[src/rtl/arbiter_for_mem.sv]
// Round-robin arbiter granting the node's single memory port to the download
// engine, the data-cache miss path or the instruction-cache miss path.
module arbiter_for_mem (
  input  logic clk,
  input  logic rst,
  input  logic v_mem_download,
  input  logic v_d_m_areg,
  input  logic v_i_m_areg,
  input  logic mem_access_done,
  output logic ack_m_download,
  output logic ack_d_m_areg,
  output logic ack_i_m_areg,
  output logic v_m_download_m,
  output logic v_d_m_areg_m,
  output logic v_i_m_areg_m
);

  typedef enum logic {
    IDLE = 1'b0,
    BUSY = 1'b1
  } state_t;

  typedef enum logic [1:0] {
    G_NONE = 2'd0,
    G_MEM  = 2'd1,
    G_DC   = 2'd2,
    G_IC   = 2'd3
  } grant_t;

  state_t state_q, state_d;
  grant_t grant_q, grant_d;
  grant_t ptr_q, ptr_d;
  grant_t winner;
  logic   busy_live;

  // Requester that follows g in the rotation MEM -> DC -> IC -> MEM.
  function automatic grant_t next_req(input grant_t g);
    grant_t n;
    case (g)
      G_MEM:   n = G_DC;
      G_DC:    n = G_IC;
      G_IC:    n = G_MEM;
      default: n = G_MEM;
    endcase
    return n;
  endfunction

  always_comb begin
    winner = G_NONE;
    case (ptr_q)
      G_DC: begin
        if (v_d_m_areg)          winner = G_DC;
        else if (v_i_m_areg)     winner = G_IC;
        else if (v_mem_download) winner = G_MEM;
      end
      G_IC: begin
        if (v_i_m_areg)          winner = G_IC;
        else if (v_mem_download) winner = G_MEM;
        else if (v_d_m_areg)     winner = G_DC;
      end
      default: begin
        if (v_mem_download)      winner = G_MEM;
        else if (v_d_m_areg)     winner = G_DC;
        else if (v_i_m_areg)     winner = G_IC;
      end
    endcase
  end

  always_comb begin
    state_d = state_q;
    grant_d = grant_q;
    ptr_d   = ptr_q;
    case (state_q)
      IDLE: begin
        if (winner != G_NONE) begin
          state_d = BUSY;
          grant_d = winner;
        end
      end
      BUSY: begin
        // Requests are deliberately not looked at here: the grant is held
        // until the memory controller says the access is finished.
        if (mem_access_done) begin
          state_d = IDLE;
          grant_d = G_NONE;
          ptr_d   = next_req(grant_q);
        end
      end
      default: begin
        state_d = IDLE;
        grant_d = G_NONE;
      end
    endcase
  end

  always_ff @(posedge clk) begin
    if (rst) begin
      state_q <= IDLE;
      grant_q <= G_NONE;
      ptr_q   <= G_MEM;
    end else begin
      state_q <= state_d;
      grant_q <= grant_d;
      ptr_q   <= ptr_d;
    end
  end

  // Outputs are forced low during reset so an aborted access never acks.
  assign busy_live = (state_q == BUSY) && !rst;

  assign v_m_download_m = busy_live && (grant_q == G_MEM);
  assign v_d_m_areg_m   = busy_live && (grant_q == G_DC);
  assign v_i_m_areg_m   = busy_live && (grant_q == G_IC);

  assign ack_m_download = v_m_download_m && mem_access_done;
  assign ack_d_m_areg   = v_d_m_areg_m   && mem_access_done;
  assign ack_i_m_areg   = v_i_m_areg_m   && mem_access_done;

endmodule

[config.mk]
export PLATFORM = sky130hd
export DESIGN_NAME = arbiter_for_mem
export DESIGN_NICKNAME = d
export VERILOG_FILES = /design/src/rtl/arbiter_for_mem.sv
export SDC_FILE = /design/constraint.sdc
export NUM_CORES = 1
export LEC_CHECK = 0
export CORE_AREA = 3 3 40 42
export CTS_CLUSTER_SIZE = 24
export DETAILED_ROUTE_END_ITERATION = 10
export DIE_AREA = 0 0 43 45
export PLACE_DENSITY_LB_ADDON = 0.12
export RECOVER_POWER = 100
export SYNTH_ARGS = -nofsm -noshare
export SYNTH_HDL_FRONTEND = slang
export SYNTH_SLANG_ARGS = --single-unit
[constraint.sdc]
create_clock -name clk -period 2.8 [get_ports clk]
set_clock_uncertainty 0.15 [all_clocks]
set_input_delay 0.56 -clock clk [delete_from_list [all_inputs] [get_ports clk]]
set_output_delay 0.56 -clock clk [all_outputs]
set_load 0.02 [all_outputs]
# Word level (Yosys, flattened, before mapping)
# Index checks and enable logic that the tools add are counted.
# classes
n_eq_ne,7
n_mux,17
bitwise,1
reduce_logical,11
# ops
cell,count
2-to-1 mux 2 bit,10
one-hot mux 2 bit (2 select lines),3
== test 2 bit (second input constant),4
logical AND 1 bit,7
inequality test 2 bit (second input constant),2
AND reduction 2 bit,2
2-to-1 mux 1 bit,3
== test 2 x 1 -> 1 bit (second input constant),1
one-hot mux 1 bit (2 select lines),1
nonzero test 2 bit,1
zero test 1 bit,1
NOT 1 bit,1
# totals
ff_bits,5
input_bits,6
output_inout_bits,6
wordCells,39

# Longest topological paths before layout
# Gate-level depths: netlist (run 1).
# depth
ltp_word,7
ltp_mapped,4
depth_no_buf,4

# Least setup slack after synthesis (run 1)
# Ideal clock, no wire load.
# synth_path
path_type,input -> output
start,input port rst
end,output port ack_d_m_areg
arrival_time_ns,1.048
t_required_ns,2.090
setup_slack_ns,1.042
stages,2
path_buffers,0
cell_sequence,and2b_1 -> and3_1
# synth_between
elab_chain_len,4
# synth_rtl
item,line_no,source
"start, declared",5,"input logic rst,"
zero test 1 bit,109,assign busy_live = (state_q == BUSY) && !rst;
logical AND 1 bit,109,
logical AND 1 bit,112,assign v_d_m_areg_m = busy_live && (grant_q == G_DC);
logical AND 1 bit,116,assign ack_d_m_areg = v_d_m_areg_m && mem_access_done;
"end, declared",11,"output logic ack_d_m_areg,"
# No other way between the ends.

# Final worst setup path (run 1)
# layout_path
start,input port rst
end,output port ack_m_download
# layout_between
elab_chain_len,4
# layout_rtl
item,line_no,source
zero test 1 bit,109,
logical AND 1 bit,109,
logical AND 1 bit,111,assign v_m_download_m = busy_live && (grant_q == G_MEM);
logical AND 1 bit,115,assign ack_m_download = v_m_download_m && mem_access_done;
"end, declared",10,"output logic ack_m_download,"
# No other way between the ends.

==> results of run 1 <==
[final timing paths]
kind                                from              to
worst max-delay path                 rst  ack_m_download
worst min-delay path            ptr_q[0]        ptr_q[0]
worst max register to register   state_q      grant_q[1]
worst min register to register  ptr_q[0]        ptr_q[0]
[synth_stat cells, drive strengths merged]
library cell  instances  area, sq um
dfxtp                 5          100
and2                  3         18.8
and3                  3         18.8
ha                    3         37.5
a21oi                 2         10.0
inv                   2         7.51
nand2                 2         7.51
nand2b                2         12.5
nor2                  2         7.51
o2bb2ai               2         17.5
a211o                 1         8.76
a211oi                1         7.51
a21boi                1         7.51
a311oi                1         8.76
and2b                 1         7.51
nand3b                1         7.51
nor2b                 1         6.26
nor4                  1         12.5
o21ai                 1         5.00
o21ba                 1         10.0
[kinds of logic (layout without fill, tap and decap cells)]
logic type / Yosys count / in the layout / synth area share, %
flip-flops: 5 / 5 / 31.4
AND/OR/NAND/NOR: 16 / 16 / 31.0
AO/OA/AOI/OAI: 10 / 10 / 23.5
adder cells (fa/ha/maj): 3 / 3 / 11.8
buffers and inverters: 2 / 19 / 2.35
[metrics by stage]
| step | hold slack, ps | instance area, sq um | worst slack (ps) |
|---|---|---|---|
| after floorplan | 300 | 319 | 1040 |
| after global placement | 334 | 463 | 106 |
| after detailed placement | 337 | 463 | 64.8 |
| after CTS | 347 | 489 | 54.5 |
| after global routing | 389 | 473 | 3.90 |
| final | 342 | 473 | 73.3 |
[sequential cells by signal, summed over array words and instances (netlist names)]
| name | flops |
|---|---|
| grant_q | 2 |
| ptr_q | 2 |
| state_q | 1 |
[where the power goes]
part | total, uW | internal (uW) | switching [uW]
logic | 35.7 | 19.4 | 16.3
registers | 83.7 | 77.1 | 6.62
clock network | 83.2 | 53.9 | 29.3
total | 203 | 150 | 52.2
[final cells by class]
class | count | area [sq um]
Clock buffer | 4 | 26.3
Tap cell | 15 | 18.8
Sequential cell | 5 | 100
Inverter | 2 | 7.51
Fill cell | 133 | 812
Multi-Input combinational cell | 29 | 205
Timing Repair Buffer | 13 | 115
[metal layers]
layer	wire length, um	up-vias	global-route usage, %
li1	-	165	-
met1	374	138	11.6
met2	348	6	14.1
met3	60	0	6.37
met4	0	0	1.81
met5	0	-	0
==> impl_results.html, run 1 <==
<table>
<tr><th>Metric</th><th>Value</th></tr>
<tr><th colspan="2">Status</th></tr>
<tr><td>Run status</td><td>finished, final reports clean</td></tr>
<tr><th colspan="2">Route</th></tr>
<tr><td>Routed wire length</td><td>783 um</td></tr>
<tr><td>DR WL/cell</td><td>11.5 um</td></tr>
<tr><td>Via count</td><td>309</td></tr>
<tr><td>DRC viols</td><td>0</td></tr>
<tr><td>Number of optimization iterations in the first detailed-route pass</td><td>4</td></tr>
<tr><td>ANT nets after route</td><td>0</td></tr>
<tr><td>Iter 0 DRT Violations</td><td>3</td></tr>
<tr><td>Routed via count divided by cell count</td><td>4.54</td></tr>
<tr><th colspan="2">Global routing</th></tr>
<tr><td>Global routing usage summed across all routing layers</td><td>9.50%</td></tr>
<tr><td>Initial antenna violation count</td><td>0</td></tr>
<tr><td>GRT Residual Overflow</td><td>0</td></tr>
<tr><td>Via count of the first global-routing pass</td><td>311</td></tr>
<tr><td>First-pass GRT wire length</td><td>1350 um</td></tr>
<tr><td>Largest net degree at the start of global routing</td><td>9</td></tr>
<tr><th colspan="2">Finish</th></tr>
<tr><td>Number of standard cells in the final layout excluding fillers</td><td>68</td></tr>
<tr><td>Top library cells by usage in the layout, fill and taps aside</td><td>clkdlybuf4s50_1 (9), dfxtp_1 (5)</td></tr>
<tr><td>Leading cell type in the layout, fill and taps excluded</td><td>clkdlybuf4s50_1</td></tr>
<tr><td>Final core occ</td><td>36.8%</td></tr>
<tr><td>Fraction of layout cells with a size suffix above 1</td><td>7.55%</td></tr>
<tr><td>Area growth from synthesis to layout</td><td>48.2%</td></tr>
<tr><td>Antenna diode instance count</td><td>0</td></tr>
<tr><td>Layout net count</td><td>63</td></tr>
<tr><th colspan="2">Logic synthesis</th></tr>
<tr><td>Sequential-to-total area share from yosys stat</td><td>31.4%</td></tr>
<tr><td>Synth Warn #</td><td>0</td></tr>
<tr><td>Mapped cell area</td><td>319 sq um</td></tr>
<tr><td>Post-synthesis net count</td><td>45</td></tr>
<tr><td>Number of distinct library cells after synthesis</td><td>20</td></tr>
<tr><td>Syn Area/Cell</td><td>8.86 sq um</td></tr>
<tr><td>Cells after synthesis</td><td>36</td></tr>
<tr><td>Count of state elements after synthesis</td><td>5</td></tr>
<tr><th colspan="2">STA</th></tr>
<tr><td>Slew of the pin with the lowest slew margin</td><td>349 ps</td></tr>
<tr><td>Count of final hold-check violations</td><td>0</td></tr>
<tr><td>Setup violators final</td><td>0</td></tr>
<tr><td>Shortest period the worst path allows</td><td>2730 ps</td></tr>
<tr><td>Worst max-slew margin expressed relative to the limit</td><td>76.5%</td></tr>
<tr><td>Total negative slack for setup checks</td><td>0 ps</td></tr>
<tr><td>RSZ-0062 raised after global routing</td><td>no</td></tr>
<tr><td>Slew Viols, Final</td><td>0</td></tr>
<tr><td>Maximum frequency from static timing analysis</td><td>367 MHz</td></tr>
<tr><td>Final period util</td><td>97.4%</td></tr>
<tr><th colspan="2">Setup path</th></tr>
<tr><td>Worst path depth</td><td>4</td></tr>
<tr><td>Slowest cell on the critical path</td><td>clkdlybuf4s50_1</td></tr>
<tr><td>Capturing element type of the critical path</td><td>output port</td></tr>
<tr><td>Cell family contributing the most delay on the critical path</td><td>buffers and inverters</td></tr>
<tr><td>Kind of critical path</td><td>in -&gt; out</td></tr>
<tr><td>CP startpoint kind</td><td>primary input</td></tr>
<tr><td>Count of buffering cells on the critical path with inverters included</td><td>2</td></tr>
<tr><td>Ordered cell list for the critical path</td><td>clkdlybuf4s50_1 &gt; and2b_1 &gt; and3_1 &gt; clkdlybuf4s50_1</td></tr>
<tr><td>Endpoint arrival time on the critical path</td><td>2020 ps</td></tr>
<tr><td>Required time of the critical path</td><td>2090 ps</td></tr>
<tr><td>Critical Path Max Stage Delay</td><td>600 ps</td></tr>
<tr><td>Worst R2R Setup Slack</td><td>1560 ps</td></tr>
<tr><td>Depth of the worst register-to-register path</td><td>3</td></tr>
<tr><td>Worst-path fanout max</td><td>6</td></tr>
<tr><td>Most frequent cell on the critical path</td><td>clkdlybuf4s50_1</td></tr>
<tr><th colspan="2">Floorplanning</th></tr>
<tr><td>Number of core rows</td><td>13</td></tr>
<tr><td>CORE AREA</td><td>0.00128 sq mm</td></tr>
<tr><td>Effective utilization at floorplan</td><td>24.8%</td></tr>
<tr><td>Chip height</td><td>45 um</td></tr>
<tr><td>Die Width</td><td>43 um</td></tr>
<tr><td>Die outline area</td><td>0.00194 sq mm</td></tr>
<tr><td>Boundary pin count</td><td>12</td></tr>
<tr><th colspan="2">CTS</th></tr>
<tr><td>CTS Hold Bufs</td><td>0</td></tr>
<tr><td>TritonCTS clock tree</td><td>yes</td></tr>
<tr><td>CTS Sinks</td><td>5</td></tr>
<tr><td>Setup Fix Bufs, Post-CTS</td><td>0</td></tr>
<tr><td>Maximum level of the CTS H-tree</td><td>1</td></tr>
<tr><td>Gates resized, CTS repair</td><td>0</td></tr>
<tr><td>TritonCTS Buffers</td><td>3</td></tr>
<tr><td>Clock slew at the register clock pins of the worst setup and hold paths</td><td>40 ps</td></tr>
<tr><td>Largest buffer count on any clock path</td><td>2</td></tr>
<tr><td>Library cell used as clock root buffer</td><td>clkbuf_4</td></tr>
<tr><td>Clock latency of the later-clocked register in the worst-skew pair</td><td>240 ps</td></tr>
<tr><th colspan="2">Min path</th></tr>
<tr><td>Number of stages on the worst hold path</td><td>1</td></tr>
<tr><td>Class of the tightest hold or removal check</td><td>reg -&gt; reg</td></tr>
<tr><th colspan="2">Power</th></tr>
<tr><td>Power after layout</td><td>203 uW</td></tr>
<tr><td>Leak</td><td>0.000205 uW</td></tr>
<tr><td>Power per cell area</td><td>428 mW/mm^2</td></tr>
<tr><td>VDD IR-drop max</td><td>0.245 mV</td></tr>
<tr><th colspan="2">Placed design</th></tr>
<tr><td>Final estimated routing congestion in global placement</td><td>0.702</td></tr>
<tr><td>Number of cells in the design after placement</td><td>64</td></tr>
<tr><td>HPWL after DPL</td><td>635 um</td></tr>
<tr><td>Input/output buffers</td><td>11</td></tr>
<tr><th colspan="2">Run</th></tr>
<tr><td>Number of violations of the max-capacitance limit</td><td>0</td></tr>
</table>
(Power assumes the default switching activity.)
==> run 2: changes to the inputs <==
--- a/config.mk
+++ b/config.mk
@@ -5,11 +5,12 @@
 export SDC_FILE = /design/constraint.sdc
 export NUM_CORES = 1
 export LEC_CHECK = 0
+export ABC_CLOCK_PERIOD_IN_PS = 2800
 export CORE_AREA = 3 3 40 42
 export CTS_CLUSTER_SIZE = 24
 export DETAILED_ROUTE_END_ITERATION = 10
 export DIE_AREA = 0 0 43 45
-export PLACE_DENSITY_LB_ADDON = 0.12
+export PLACE_DENSITY_LB_ADDON = 0.08
 export RECOVER_POWER = 100
 export SYNTH_ARGS = -nofsm -noshare
 export SYNTH_HDL_FRONTEND = slang
==> run 2 against run 1 <==
Sequential power is essentially flat. Total power barely moved. Cell area fell by 1.3%. Critical path depth did not move. Fmax rose by 0.74%. Register-to-register slack about the same.
==> impl_results.html, run 2 (synthesized netlist as in run 1, its figures left out) <==
<table>
<tr><th>Metric</th><th>Value</th></tr>
<tr><th colspan="2">Floorplanning</th></tr>
<tr><td>CORE AREA</td><td>0.00128 sq mm (unchanged)</td></tr>
<tr><td>Chip height</td><td>45 um (unchanged)</td></tr>
<tr><td>Boundary pin count</td><td>12 (unchanged)</td></tr>
<tr><td>Effective utilization at floorplan</td><td>24.8% (unchanged)</td></tr>
<tr><td>Number of core rows</td><td>13 (unchanged)</td></tr>
<tr><td>Die outline area</td><td>0.00194 sq mm (unchanged)</td></tr>
<tr><td>Die Width</td><td>43 um (unchanged)</td></tr>
<tr><th colspan="2">Global routing</th></tr>
<tr><td>Met3 Resource Use GR</td><td>6.37% (unchanged)</td></tr>
<tr><td>Met2 layer usage reported by global route</td><td>14.1% (unchanged)</td></tr>
<tr><td>Met1 routing resource usage after global routing</td><td>9.40% (-2.2 points)</td></tr>
<tr><td>Initial antenna violation count</td><td>0 (unchanged)</td></tr>
<tr><td>GRT Max-Usage Layer</td><td>met2</td></tr>
<tr><td>Global routing usage summed across all routing layers</td><td>8.99% (-0.51 points)</td></tr>
<tr><td>First-pass GRT wire length</td><td>1240 um (-8.2%)</td></tr>
<tr><td>Via count of the first global-routing pass</td><td>292 (-6.1%)</td></tr>
<tr><td>GRT Residual Overflow</td><td>0 (unchanged)</td></tr>
<tr><td>Largest net degree at the start of global routing</td><td>9 (unchanged)</td></tr>
<tr><th colspan="2">CTS</th></tr>
<tr><td>Library cell used as clock root buffer</td><td>clkbuf_4</td></tr>
<tr><td>Clock latency of the later-clocked register in the worst-skew pair</td><td>240 ps (about the same)</td></tr>
<tr><td>TritonCTS Buffers</td><td>3 (unchanged)</td></tr>
<tr><td>Setup Fix Bufs, Post-CTS</td><td>0 (unchanged)</td></tr>
<tr><td>Clock slew at the register clock pins of the worst setup and hold paths</td><td>40 ps (about the same)</td></tr>
<tr><td>Largest buffer count on any clock path</td><td>2 (unchanged)</td></tr>
<tr><td>CTS Hold Bufs</td><td>0 (unchanged)</td></tr>
<tr><td>TritonCTS clock tree</td><td>yes</td></tr>
<tr><td>CTS Sinks</td><td>5 (unchanged)</td></tr>
<tr><td>Maximum level of the CTS H-tree</td><td>1 (unchanged)</td></tr>
<tr><td>Gates resized, CTS repair</td><td>0 (unchanged)</td></tr>
<tr><th colspan="2">STA</th></tr>
<tr><td>Slew Viols, Final</td><td>0 (unchanged)</td></tr>
<tr><td>Shortest period the worst path allows</td><td>2710 ps (-20.0 ps)</td></tr>
<tr><td>Tightest hold margin</td><td>351 ps (+8.85 ps)</td></tr>
<tr><td>Worst max-slew margin expressed relative to the limit</td><td>73.0% (-3.5 points)</td></tr>
<tr><td>Slew of the pin with the lowest slew margin</td><td>401 ps (+52.7 ps)</td></tr>
<tr><td>Total negative slack for setup checks</td><td>0 ps (unchanged)</td></tr>
<tr><td>Maximum frequency from static timing analysis</td><td>369 MHz (+0.74%)</td></tr>
<tr><td>RSZ-0062 raised after global routing</td><td>no</td></tr>
<tr><td>Final period util</td><td>96.7% (-0.72 points)</td></tr>
<tr><td>Setup violators final</td><td>0 (unchanged)</td></tr>
<tr><td>Count of final hold-check violations</td><td>0 (unchanged)</td></tr>
<tr><th colspan="2">Placed design</th></tr>
<tr><td>Input/output buffers</td><td>11 (unchanged)</td></tr>
<tr><td>Final estimated routing congestion in global placement</td><td>0.754 (+7.5%)</td></tr>
<tr><td>HPWL after DPL</td><td>593 um (-6.6%)</td></tr>
<tr><td>Number of cells in the design after placement</td><td>64 (unchanged)</td></tr>
<tr><th colspan="2">Min path</th></tr>
<tr><td>Class of the tightest hold or removal check</td><td>reg -&gt; reg</td></tr>
<tr><td>Number of stages on the worst hold path</td><td>1 (unchanged)</td></tr>
<tr><td>WHS Endpoint</td><td>ptr_q[0]</td></tr>
<tr><td>Worst Min Path Start</td><td>ptr_q[0]</td></tr>
<tr><th colspan="2">Finish</th></tr>
<tr><td>Fraction of layout cells with a size suffix above 1</td><td>9.43% (+1.9 points)</td></tr>
<tr><td>Top Registers</td><td>grant_q x2, ptr_q x2, state_q x1</td></tr>
<tr><td>Top library cells by usage in the layout, fill and taps aside</td><td>clkdlybuf4s50_1 (7), dfxtp_1 (5), clkbuf_1 (4)</td></tr>
<tr><td>Leading cell type in the layout, fill and taps excluded</td><td>clkdlybuf4s50_1</td></tr>
<tr><td>Area growth from synthesis to layout</td><td>46.3%</td></tr>
<tr><td>Layout filler cell count</td><td>135 (+1.5%)</td></tr>
<tr><td>Layout net count</td><td>63 (unchanged)</td></tr>
<tr><td>Number of standard cells in the final layout excluding fillers</td><td>68 (unchanged)</td></tr>
<tr><td>Antenna diode instance count</td><td>0 (unchanged)</td></tr>
<tr><th colspan="2">Setup path</th></tr>
<tr><td>Endpoint arrival time on the critical path</td><td>2000 ps (-20 ps)</td></tr>
<tr><td>Required time of the critical path</td><td>2090 ps (about the same)</td></tr>
<tr><td>Depth of the worst register-to-register path</td><td>3 (unchanged)</td></tr>
<tr><td>CP startpoint kind</td><td>primary input</td></tr>
<tr><td>Reg2Reg Launch Point</td><td>state_q</td></tr>
<tr><td>Kind of critical path</td><td>in -&gt; out</td></tr>
<tr><td>Worst R2R Setup Slack</td><td>1550 ps (about the same)</td></tr>
<tr><td>Capturing element type of the critical path</td><td>output port</td></tr>
<tr><td>Worst-path fanout max</td><td>6 (unchanged)</td></tr>
<tr><td>Terminus of the critical flop-to-flop path</td><td>grant_q[1]</td></tr>
<tr><th colspan="2">Route</th></tr>
<tr><td>Routed wire length</td><td>753 um (-3.8%)</td></tr>
<tr><td>Number of optimization iterations in the first detailed-route pass</td><td>4 (unchanged)</td></tr>
<tr><td>Iter 0 DRT Violations</td><td>15 (+12)</td></tr>
<tr><td>Via count</td><td>328 (+6.1%)</td></tr>
<tr><td>DRC viols</td><td>0 (unchanged)</td></tr>
<tr><td>ANT nets after route</td><td>0 (unchanged)</td></tr>
<tr><td>DR WL/cell</td><td>11.1 um (-3.8%)</td></tr>
<tr><td>Routed via count divided by cell count</td><td>4.82 (+6.1%)</td></tr>
<tr><th colspan="2">Power</th></tr>
<tr><td>Power per cell area</td><td>434 mW/mm^2 (+1.3%)</td></tr>
<tr><td>VDD IR-drop max</td><td>0.231 mV (-5.9%)</td></tr>
<tr><td>Leak</td><td>0.000195 uW (-4.9%)</td></tr>
<tr><th colspan="2">Status</th></tr>
<tr><td>Run status</td><td>finished, final reports clean</td></tr>
<tr><th colspan="2">Run</th></tr>
<tr><td>Number of violations of the max-capacitance limit</td><td>0 (unchanged)</td></tr>
</table>
[run 2: worst max path at each step]
stage          cells after the start  start           end
6_report                           4    rst  ack_i_m_areg
5_1_grt                            4    rst  ack_i_m_areg
4_1_cts                            4    rst  ack_d_m_areg
3_5_place_dp                       4    rst  ack_d_m_areg
3_3_place_gp                       4    rst  ack_i_m_areg
2_1_floorplan                      2    rst  ack_d_m_areg
[run 2: layout make-up]
type	count	area [sq um]	share of cell area, %
flip-flops and latches	5	100	21.4
multi-input cells	29	205	44.0
inverters	2	7.51	1.61
clock buffers	4	26.3	5.63
well taps	15	18.8	4.02
repair buffers	13	109	23.3
[run 2: metal layers]
| layer | vias to the layer above | routed length, um | part of all wire (%) |
|---|---|---|---|
| met1 | 147 | 343 | 46 |
| met2 | 13 | 319 | 42 |
| met5 | - | 0 | 0 |
| li1 | 166 | - | - |
| met4 | 0 | 6 | 0.80 |
| met3 | 2 | 83 | 11 |
[run 2: stage by stage]
stage,power [uW],area (sq um),utilization [%],setup slack (ps)
2_1_floorplan,102,319,-,1040
5_1_grt,216,467,36.3,15.7
6_report,203,467,36.3,93.3
3_3_place_gp,121,463,36.0,107
4_1_cts,209,489,38.1,74.9
3_5_place_dp,122,463,36.0,87.8
[run 2: where the power goes]
group	switching [uW]	internal, uW	leakage (uW)
Clock	30.5	53.9	0.0000150
Sequential	6.53	77.1	0.0000414
Combinational	15.7	18.8	0.000138
[run 2: worst max-delay path: stages]
cell and delay (ps):
clkdlybuf4s50_1 420, and2b_1 260, and3_1 160, clkdlybuf4s50_1 590
